`src/rtl/cla_multiword_seq.sv`:
```
// Multi-word adder sequencer: streams WIDTH-bit operands LSB-first, 4 bits per cycle, through an external 4-bit CLA.
// Optional subtract mode via `CLA_SEQ_SUB_EN (adds a sub input; a - b computed as a + ~b + 1).
module cla_multiword_seq #(
    parameter int WIDTH = 16
) (
    input  logic             clk,
    input  logic             rst,
    input  logic             in_valid,
    output logic             in_ready,
    input  logic [WIDTH-1:0] a,
    input  logic [WIDTH-1:0] b,
    input  logic             cin,
`ifdef CLA_SEQ_SUB_EN
    input  logic             sub,
`endif
    output logic             out_valid,
    input  logic             out_ready,
    output logic [WIDTH-1:0] sum,
    output logic             cout,
    output logic             ovf,
    output logic [3:0]       cla_a,
    output logic [3:0]       cla_b,
    output logic             cla_cin,
    input  logic [3:0]       cla_sum,
    input  logic             cla_cout
);

    localparam int NSLICE = WIDTH / 4;
    localparam int IDXW   = $clog2(NSLICE);

    generate
        if ((WIDTH % 4) != 0 || WIDTH < 8) begin : g_bad_width
            $error("cla_multiword_seq: WIDTH must be a multiple of 4 and >= 8");
        end
    endgenerate

    typedef enum logic [1:0] {
        IDLE,
        RUN,
        DONE
    } state_t;

    state_t           state;
    logic [IDXW-1:0]  idx;
    logic             carry;
    logic [WIDTH-1:0] a_q;
    logic [WIDTH-1:0] b_q;
    logic [WIDTH-1:0] b_in;
    logic             c0;

    // b_q holds the operand exactly as the CLA sees it, so overflow uses the effective sign.
`ifdef CLA_SEQ_SUB_EN
    assign b_in = sub ? ~b : b;
    assign c0   = sub ? 1'b1 : cin;
`else
    assign b_in = b;
    assign c0   = cin;
`endif

    // NOTE: operand registers are pure datapath; they are only read in RUN after a load, so they need no reset.
    always_ff @(posedge clk) begin
        if (state == IDLE && in_valid && in_ready) begin
            a_q <= a;
            b_q <= b_in;
        end
    end

    // NOTE: sequential state uses non-blocking assignments only, so every register samples pre-edge values.
    always_ff @(posedge clk) begin
        if (rst) begin
            state     <= IDLE;
            in_ready  <= 1'b1;
            out_valid <= 1'b0;
            sum       <= '0;
            cout      <= 1'b0;
            ovf       <= 1'b0;
            idx       <= '0;
            carry     <= 1'b0;
        end else begin
            case (state)
                IDLE: begin
                    if (in_valid && in_ready) begin
                        carry    <= c0;
                        idx      <= '0;
                        in_ready <= 1'b0;
                        state    <= RUN;
                    end
                end
                RUN: begin
                    sum[4*idx +: 4] <= cla_sum;
                    carry           <= cla_cout;
                    idx             <= idx + 1'b1;
                    if (idx == IDXW'(NSLICE - 1)) begin
                        cout      <= cla_cout;
                        ovf       <= (a_q[WIDTH-1] == b_q[WIDTH-1]) && (cla_sum[3] != a_q[WIDTH-1]);
                        out_valid <= 1'b1;
                        state     <= DONE;
                    end
                end
                DONE: begin
                    if (out_ready) begin
                        out_valid <= 1'b0;
                        in_ready  <= 1'b1;
                        state     <= IDLE;
                    end
                end
                default: begin
                    state     <= IDLE;
                    in_ready  <= 1'b1;
                    out_valid <= 1'b0;
                end
            endcase
        end
    end

    // NOTE: defaults first so the combinational CLA drive cannot infer a latch outside RUN.
    always_comb begin
        cla_a   = '0;
        cla_b   = '0;
        cla_cin = 1'b0;
        if (state == RUN) begin
            cla_a   = a_q[4*idx +: 4];
            cla_b   = b_q[4*idx +: 4];
            cla_cin = carry;
        end
    end

endmodule
```
`config.mk`:
```
export PLATFORM = sky130hd
export DESIGN_NAME = cla_multiword_seq
export DESIGN_NICKNAME = d
export VERILOG_FILES = /design/src/rtl/cla_multiword_seq.sv
export SDC_FILE = /design/constraint.sdc
export NUM_CORES = 1
export LEC_CHECK = 0
export ABC_AREA = 1
export ABC_CLOCK_PERIOD_IN_PS = 2800
export CAP_MARGIN = 20
export CORE_ASPECT_RATIO = 0.7
export CORE_MARGIN = 2
export CORE_UTILIZATION = 40
export DETAILED_ROUTE_END_ITERATION = 12
export PLACE_DENSITY = 0.69
export SLEW_MARGIN = 20
export SYNTH_ARGS = -nofsm -noshare
export SYNTH_HDL_FRONTEND = slang
export SYNTH_SLANG_ARGS = --single-unit
```
`constraint.sdc`:
```
create_clock -name clk -period 2.8 [get_ports clk]
set_clock_uncertainty 0.2 [all_clocks]
set_input_delay 0.28 -clock clk [delete_from_list [all_inputs] [get_ports clk]]
set_output_delay 0.28 -clock clk [all_outputs]
set_load 0.01 [all_outputs]
```
==> out/qor.yml, run 1 <==
detailed_routing:
  drc: 0
  drt-total-wl_um: 5560
  drt-initial-drc-count: 52
  via_per_inst: 4.75
  vias: 1977
  wl_per_cell_um: 13.4
  detail-route-antenna-nets: 0
  drt_first_pass_iters: 4
clock_network:
  cts_resized: 0
  numCtsBuffers: 9
  tritoncts: "done"
  path_clk_slew_ns: 0.07
  clkLatencyLatePin_ns: 0.33
  cts_root_buf: "clkbuf_8"
  cts_hold_buf: 0
  cts.htree.levels: 3
  cts_buffer_depth: 2
  post_cts.repair.setup_buffers: 0
  clkSinkCount: 57
synth:
  synth_cell_types: 24
  syn_inst: 262
  ys_warn_count: 0
  ys_ff_latch: 57
  postSynthAreaPerCell_um2: 9.37
  syn_nets: 310
  syn-cell-area_mm2: 0.00246
  seq_area_frac_synth_pct: 59.5
floorplanning:
  start_util_pct: 42.3
  rows: 23
  die_x_um: 97.7
  num_io_pins: 71
  die_h_um: 69.6
  coreArea_mm2: 0.00581
  design.die.area_mm2: 0.00679
power:
  ir_worst_vdd_uv: 353
  p_sw_w: 0.000512
  leakage_nw: 1.24
  power_frac_seq_pct: 50.8
  clkPwrFrac_pct: 34.1
  p_sw_share_pct: 26.7
  p_int_w: 0.00140
  pwr-share-comb_pct: 15.1
  powerDensity_mw_per_mm2: 566
layout:
  nets: 384
  drive_above_1_share_pct: 9.09
  area_growth_pct: 37.7
  diodes: 0
  final_common_cell: "clkdlybuf4s50_1"
  n_fill_cell: 530
  most-common-layout-cells: "70 x clkdlybuf4s50_1, 51 x nor2_1, 42 x nand2_1"
sta:
  fin_crit_sh_pct: 94.0
  setup_viol: 0
  worst_hold_slack_ns: 0.265
  max_freq_mhz: 380
  report.final.hold_viol_count: 0
  rsz0062_at_grt: "false"
  fin_tns_setup_ns: 0
  tightest_slew_ns: 0.414
  maxSlewHeadroom_pct: 72.4
  slew_viol_final: 0
  timing.final.ws_setup_ns: 0.169
  min_period_ns: 2.63
worst_setup_path:
  worstPathArrival_ns: 2.15
  cp_cell_sequence: "buf_4, nor2_1, nor2_1, o21ai_0, a21oi_1, clkdlybuf4s50_1"
  critPathCaptureType: "primary output"
  cpPeakStageDelay_ns: 0.57
  worstSetupPathType: "reg2out"
  crit_path_top_delay_cell: "dfxtp_1"
  worst_path_most_repeated_cell: "nor2_1"
  required_ns: 2.32
  r2r_setup_slack_ns: 0.79
  critPathMaxFanout: 12
  start_kind: "register"
outcome:
  status: "complete, no violations"
place:
  globalplace.congestion: 0.832
  portBuffers: 70
  dpl.hpwl_um: 4010
  place_ws_ns: 0.535
job:
  maxCapViolations: 0
grt:
  overflow: 0
  grt_pass1_wl_um: 9350
  first_global_vias: 1923
  grt_max_degree: 33
  gr-usage-all-layers_pct: 17.7
  antenna_found_initial: 0
min_path:
  hold_path_class: "reg2reg"
## worst max-delay path: cells and delay by family, from the launching register on
kind,cells,cell delay [ns]
buffers and inverters,2,0.82
DFF,1,0.57
AOI/OAI and AO/OA,2,0.27
and+or+nand+nor,2,0.16
## power groups by stage
stage / Sequential, W / Clock (W) / Combinational, W
3_3_place_gp: 0.000990 / 0 / 0.000284
4_1_cts: 0.000972 / 0.000679 / 0.000290
2_1_floorplan: 0.000982 / 0 / 0.000167
3_5_place_dp: 0.000989 / 0 / 0.000288
6_report: 0.000972 / 0.000653 / 0.000289
5_1_grt: 0.000977 / 0.000718 / 0.000322
## path summary, 6_finish.rpt
path | start | end | cells after the start
worst max-delay path | idx[0] | cla_a[1] | 6
worst min-delay path | sum[9] | sum[9] | 2
worst max register to register | idx[0] | sum[0] | 7
worst min register to register | sum[9] | sum[9] | 2
## final cells by class
class                           instances  area [µm²]  area share (%)
Clock buffer                           10         128            3.77
Clock inverter                          6        45.0            1.33
Inverter                               21        81.3            2.40
Multi-Input combinational cell        173         842            24.9
Sequential cell                        57        1460            43.2
Tap cell                               75        93.8            2.77
Timing Repair Buffer                   74         731            21.6
## logic make-up after synthesis
| group | share of synthesized area (%) |
|---|---|
| AND/OR/NAND/NOR | 21.1 |
| flip-flops | 59.5 |
| AO/OA/AOI/OAI | 10.1 |
| buffers and inverters | 6.21 |
| adder cells (fa/ha/maj) | 3.06 |
## registers in the layout (all words and copies together), names as in the netlist, 2 cells and up
| name | flops |
|---|---|
| sum | 16 |
| idx | 2 |
| b_q | 16 |
| state | 2 |
| a_q | 16 |
## cell usage after synthesis
| cell | n | area share, % |
|---|---|---|
| nor3_2 | 3 | 1.2 |
| nor2_2 | 4 | 1.0 |
| clkinv_1 | 1 | 0.15 |
| clkbuf_1 | 3 | 0.46 |
| dfxtp_1 | 25 | 20 |
| a21oi_1 | 23 | 4.7 |
| inv_1 | 18 | 2.8 |
| nand2_4 | 1 | 0.46 |
| nand4_1 | 1 | 0.25 |
| nand3b_1 | 1 | 0.31 |
| edfxtp_1 | 32 | 39 |
| o21ai_0 | 25 | 5.1 |
| nand2_1 | 42 | 6.4 |
| ha_1 | 6 | 3.1 |
| nor3_1 | 5 | 1.0 |
| buf_6 | 2 | 0.92 |
| nor2_1 | 51 | 7.8 |
| buf_4 | 3 | 0.92 |
| inv_4 | 1 | 0.25 |
| nand3_2 | 3 | 1.2 |
| inv_2 | 1 | 0.15 |
| nand3_1 | 7 | 1.4 |
| buf_2 | 3 | 0.61 |
| o211ai_1 | 1 | 0.31 |
## through the flow
step / instance area (µm²) / power, W / std cells / util (%)
finish: 3380 / 0.00191 / 416 / 58.2
CTS: 3380 / 0.00194 / 416 / 58.2
global placement: 3210 / 0.00127 / 400 / 55.2
floorplan: 2460 / 0.00115 / 262 / -
global route: 3380 / 0.00202 / 416 / 58.2
detailed placement: 3210 / 0.00128 / 400 / 55.2
## routing by layer
| metal | GRT usage, % | part of all wire, % |
|---|---|---|
| met1 | 25.1 | 50 |
| met2 | 25.3 | 43 |
| met3 | 6.85 | 5.8 |
| met4 | 4.63 | 1.2 |
| met5 | 0 | 0 |
No activity file was read; power rests on OpenSTA's default activity.
==> run 2, diff against run 1 <==
==> constraint.sdc (replaced) <==
create_clock -name clk -period 2.8 [get_ports clk]
set_clock_uncertainty 0.2 [all_clocks]
set_input_delay 0.56 -clock clk [delete_from_list [all_inputs] [get_ports clk]]
set_output_delay 0.56 -clock clk [all_outputs]
set_load 0.01 [all_outputs]
==> run 2 against run 1 <==
Effect of this change: wire length is 2.1% lower; global-route usage decreased by 0.39 points; worst hold slack got worse by 0.0051 ns; power is 3.0% higher; sequential power fell by 0.5%; critical endpoint is now cla_b[1]; clock power increased by 8.1%; worst setup slack got worse by 0.012 ns; register-to-register slack improved by 0.06 ns; die area stayed put; first-iteration DRC count increased by 90%; final cell count grew 0.24%; via count grew 0.35%.
==> out/qor.yml, run 2 (synthesis results as in run 1) <==
outcome:
  status: "complete, no violations"
clock_network:
  post_cts.repair.setup_buffers: 0
  cts_resized: 0
  clkLatencyLatePin_ns: 0.33
  cts_root_buf: "clkbuf_8"
  numCtsBuffers: 9
  clkSinkCount: 57
  cts_hold_buf: 0
  cts.htree.levels: 3
  path_clk_slew_ns: 0.06
  cts_buffer_depth: 2
  tritoncts: "done"
grt:
  gr-usage-all-layers_pct: 17.3
  grt_max_degree: 33
  grt_pass1_wl_um: 9050
  overflow: 0
  first_global_vias: 1908
  antenna_found_initial: 0
sta:
  slew_viol_final: 0
  setup_viol: 0
  max_freq_mhz: 378
  fin_crit_sh_pct: 94.4
  tightest_slew_ns: 0.417
  maxSlewHeadroom_pct: 72.2
  min_period_ns: 2.64
  worst_hold_slack_ns: 0.260
  rsz0062_at_grt: "false"
  report.final.hold_viol_count: 0
  fin_tns_setup_ns: 0
detailed_routing:
  drt-initial-drc-count: 99
  via_per_inst: 4.76
  drt-total-wl_um: 5440
  drt_first_pass_iters: 4
  vias: 1984
  drc: 0
  detail-route-antenna-nets: 0
  wl_per_cell_um: 13.0
floorplanning:
  die_h_um: 69.6
  coreArea_mm2: 0.00581
  design.die.area_mm2: 0.00679
  rows: 23
  num_io_pins: 71
  die_x_um: 97.7
  start_util_pct: 42.3
layout:
  diodes: 0
  most-common-layout-cells: "70 x clkdlybuf4s50_1, 51 x nor2_1, 42 x nand2_1"
  final_common_cell: "clkdlybuf4s50_1"
  area_growth_pct: 38.5
  drive_above_1_share_pct: 9.06
  reg_top3: "a_q x16, b_q x16, sum x16"
  nets: 385
  fin_area_mm2: 0.00340
  n_fill_cell: 511
min_path:
  hold_path_class: "reg2reg"
place:
  globalplace.congestion: 0.778
  place_area_mm2: 0.00322
  dpl.hpwl_um: 3950
  portBuffers: 70
worst_setup_path:
  required_ns: 2.04
  worstPathArrival_ns: 1.88
  worstSetupPathType: "reg2out"
  start_kind: "register"
  critPathCaptureType: "primary output"
  critPathMaxFanout: 10
power:
  leakage_nw: 1.26
  ir_worst_vdd_uv: 375
  powerDensity_mw_per_mm2: 580
job:
  maxCapViolations: 0
run 2: final timing paths:
kind                start       end  cells after the start  slack [ns]
setup reg to reg   idx[0]    sum[0]                      8        0.85
setup / recovery   idx[1]  cla_b[1]                      5        0.16
hold / removal    sum[10]   sum[10]                      2        0.26
hold reg to reg   sum[10]   sum[10]                      2        0.26
run 2: layout make-up:
type,instances,area [µm²],area share [%]
Clock buffer,12,135,3.97
Clock inverter,4,43.8,1.29
Inverter,21,87.6,2.57
Multi-Input combinational cell,173,842,24.8
Sequential cell,57,1460,43.0
Tap cell,75,93.8,2.76
Timing Repair Buffer,75,738,21.7
run 2: worst max-delay path, stage by stage, from the launching register on:
cell and delay (ns):
dfxtp_1 0.37, clkinvlp_4 0.21, nor2_1 0.18, o21ai_0 0.10, a21oi_1 0.14, clkdlybuf4s50_1 0.55
run 2: layer usage:
metal | vias up | part of all wire (%) | track usage, %
met5 | - | 0 | 0
met4 | 0 | 1.0 | 6.48
met3 | 6 | 7.0 | 7.06
met2 | 60 | 43 | 24.7
met1 | 901 | 49 | 23.6
li1 | 1017 | - | -
run 2: stage by stage:
step / cells / util (%) / total power, W / setup slack [ns]
floorplan: 262 / - / 0.00115 / 0.825
global placement: 401 / 55.3 / 0.00128 / 0.467
detailed placement: 401 / 55.3 / 0.00128 / 0.455
CTS: 417 / 58.4 / 0.00199 / 0.0856
global route: 417 / 58.5 / 0.00207 / 0.0159
finish: 417 / 58.5 / 0.00197 / 0.158
run 2: power breakdown:
part / internal (W) / switching, W / total, W
clock: 0.000405 / 0.000300 / 0.000706
sequential: 0.000946 / 0.0000213 / 0.000967
combinational: 0.000138 / 0.000161 / 0.000299
total: 0.00149 / 0.000483 / 0.00197
==> run 3, diff against run 2 <==
Settings changed: RECOVER_POWER set to 25.
==> run 3 against run 2 <==
Effect of this change: sequential cell count is the same; die area is the same; critical path depth is the same; count of clock-buffer cells in the layout is the same; worst setup slack lost 0.012 ns; utilization is the same; clock power is essentially flat; sequential power is essentially flat; critical endpoint unchanged.
==> out/qor.yml, run 3 (synthesis results as in run 1) <==
outcome:
  status: "complete, no violations"
detailed_routing:
  drt_first_pass_iters: 4
  drt-initial-drc-count: 97
  vias: 1997
  via_per_inst: 4.79
  drt-total-wl_um: 5470
  drc: 0
  detail-route-antenna-nets: 0
  wl_per_cell_um: 13.1
layout:
  n_fill_cell: 511
  seq_area_mm2: 0.00146
  final_common_cell: "nor2_1"
  nets: 385
  multi_input_area_um2: 842
  most-common-layout-cells: "51 x nor2_1, 42 x nand2_1, 41 x clkdlybuf4s50_1"
  area_growth_pct: 38.5
  finalNonFillerCells: 417
  diodes: 0
  drive_above_1_share_pct: 9.06
  reg_top3: "a_q x16, b_q x16, sum x16"
sta:
  min_period_ns: 2.65
  setup_viol: 0
  fin_crit_sh_pct: 94.8
  timing.final.ws_setup_ns: 0.146
  tightest_slew_ns: 0.413
  rsz0062_at_grt: "false"
  maxSlewHeadroom_pct: 72.5
  slew_viol_final: 0
  max_freq_mhz: 377
  report.final.hold_viol_count: 0
  fin_tns_setup_ns: 0
place:
  dpl.hpwl_um: 3950
  globalplace.congestion: 0.778
  place_ws_ns: 0.455
  portBuffers: 70
  dp.cells: 401
clock_network:
  clkSinkCount: 57
  cts.htree.levels: 3
  cts_root_buf: "clkbuf_8"
  clkLatencyLatePin_ns: 0.34
  cts_buffer_depth: 2
  numCtsBuffers: 9
  post_cts.repair.setup_buffers: 0
  path_clk_slew_ns: 0.06
  cts_hold_buf: 0
  tritoncts: "done"
worst_setup_path:
  required_ns: 2.04
  reg2regPathDepth: 8
  cpPeakStageDelay_ns: 0.55
  reg2reg_to: "sum[0]"
  r2r_setup_slack_ns: 0.85
  critPathCaptureType: "primary output"
  cp_cell_sequence: "clkinvlp_4, nor2_1, o21ai_0, a21oi_1, clkdlybuf4s50_1"
  r2r-start: "idx[0]"
  crit_path_top_delay_cell: "clkdlybuf4s50_1"
  worstSetupPathType: "reg2out"
  crit_start: "idx[1]"
  worstPathArrival_ns: 1.89
  start_kind: "register"
  critPathMaxFanout: 10
power:
  p_int_w: 0.00148
  p_sw_share_pct: 24.7
  power_w: 0.00197
  leakage_nw: 1.26
  ir_worst_vdd_uv: 371
  power_frac_seq_pct: 49.2
  clkPwrFrac_pct: 36.0
  pwr-share-comb_pct: 14.8
  p_sw_w: 0.000485
  powerDensity_mw_per_mm2: 578
grt:
  use_met2_pct: 24.7
  grt.met3_usage_pct: 7.06
  grt_pass1_wl_um: 9050
  first_global_vias: 1908
  antenna_found_initial: 0
  overflow: 0
  gr-usage-met1_pct: 23.6
  grt_max_degree: 33
  busiest_layer: "met2"
  gr-usage-all-layers_pct: 17.3
min_path:
  whs_endpoint: "sum[10]"
  hold_path_class: "reg2reg"
  min_from: "sum[10]"
  whs_path_depth: 2
floorplanning:
  die_x_um: 97.7
  coreArea_mm2: 0.00581
  rows: 23
  design.die.area_mm2: 0.00679
  num_io_pins: 71
  die_h_um: 69.6
  start_util_pct: 42.3
job:
  maxCapViolations: 0
## run 3: cell types whose count changed in the layout (fill, tap and decap cells not counted), sizes merged
cell | previous run | this run
clkdlybuf4s50 | 70 | 41
dlygate4sd3 | 0 | 29
## run 3: per-stage QoR
stage | area [µm²] | hold slack (ns) | util [%]
final | 3400 | 0.260 | 58.5
after global routing | 3400 | 0.296 | 58.5
after CTS | 3400 | 0.263 | 58.4
after detailed placement | 3220 | 0.254 | 55.3
after global placement | 3220 | 0.260 | 55.3
after floorplan | 2460 | 0.290 | -
## run 3: power by group through the flow
stage | Combinational [W] | Clock (W) | Sequential [W]
after global routing | 0.000324 | 0.000761 | 0.000973
after CTS | 0.000300 | 0.000725 | 0.000967
after floorplan | 0.000167 | 0 | 0.000982
after detailed placement | 0.000298 | 0 | 0.000984
after global placement | 0.000295 | 0 | 0.000984
final | 0.000291 | 0.000708 | 0.000967
## run 3: cell type report
cell class	count	area share [%]
well taps	75	2.76
clock buffers	12	3.97
multi-input cells	173	24.8
flip-flops and latches	57	43.0
repair buffers	75	21.7
clock inverters	4	1.29
inverters	21	2.57
## run 3: per-layer routing
layer | part of all wire [%] | up-vias
met5 | 0 | -
met4 | 1.7 | 0
met3 | 6.5 | 7
met2 | 43 | 61
met1 | 49 | 911
li1 | - | 1018
## run 3: critical path: cells and delay by family (launching register included)
family                 cells  cell delay [ns]
flip-flops                 1             0.37
AND/OR/NAND/NOR            1             0.18
buffers and inverters      2             0.77
AO/OA/AOI/OAI              2             0.24
## run 3: worst max-delay path by stage
stage / endpoint / slack [ns] / cells past startpoint
after floorplan: a_q[0] / 0.82 / 4
after global placement: cla_b[3] / 0.47 / 5
after detailed placement: cla_b[1] / 0.46 / 5
after CTS: cla_b[1] / 0.09 / 5
after global routing: cla_b[3] / 0.02 / 5
final: cla_b[1] / 0.15 / 5
## run 3: repair_timing
item	4_1_cts	5_1_grt
endpoints found under the hold margin	0	0
endpoints found under the setup margin	0	4
gates resized for setup	0	2
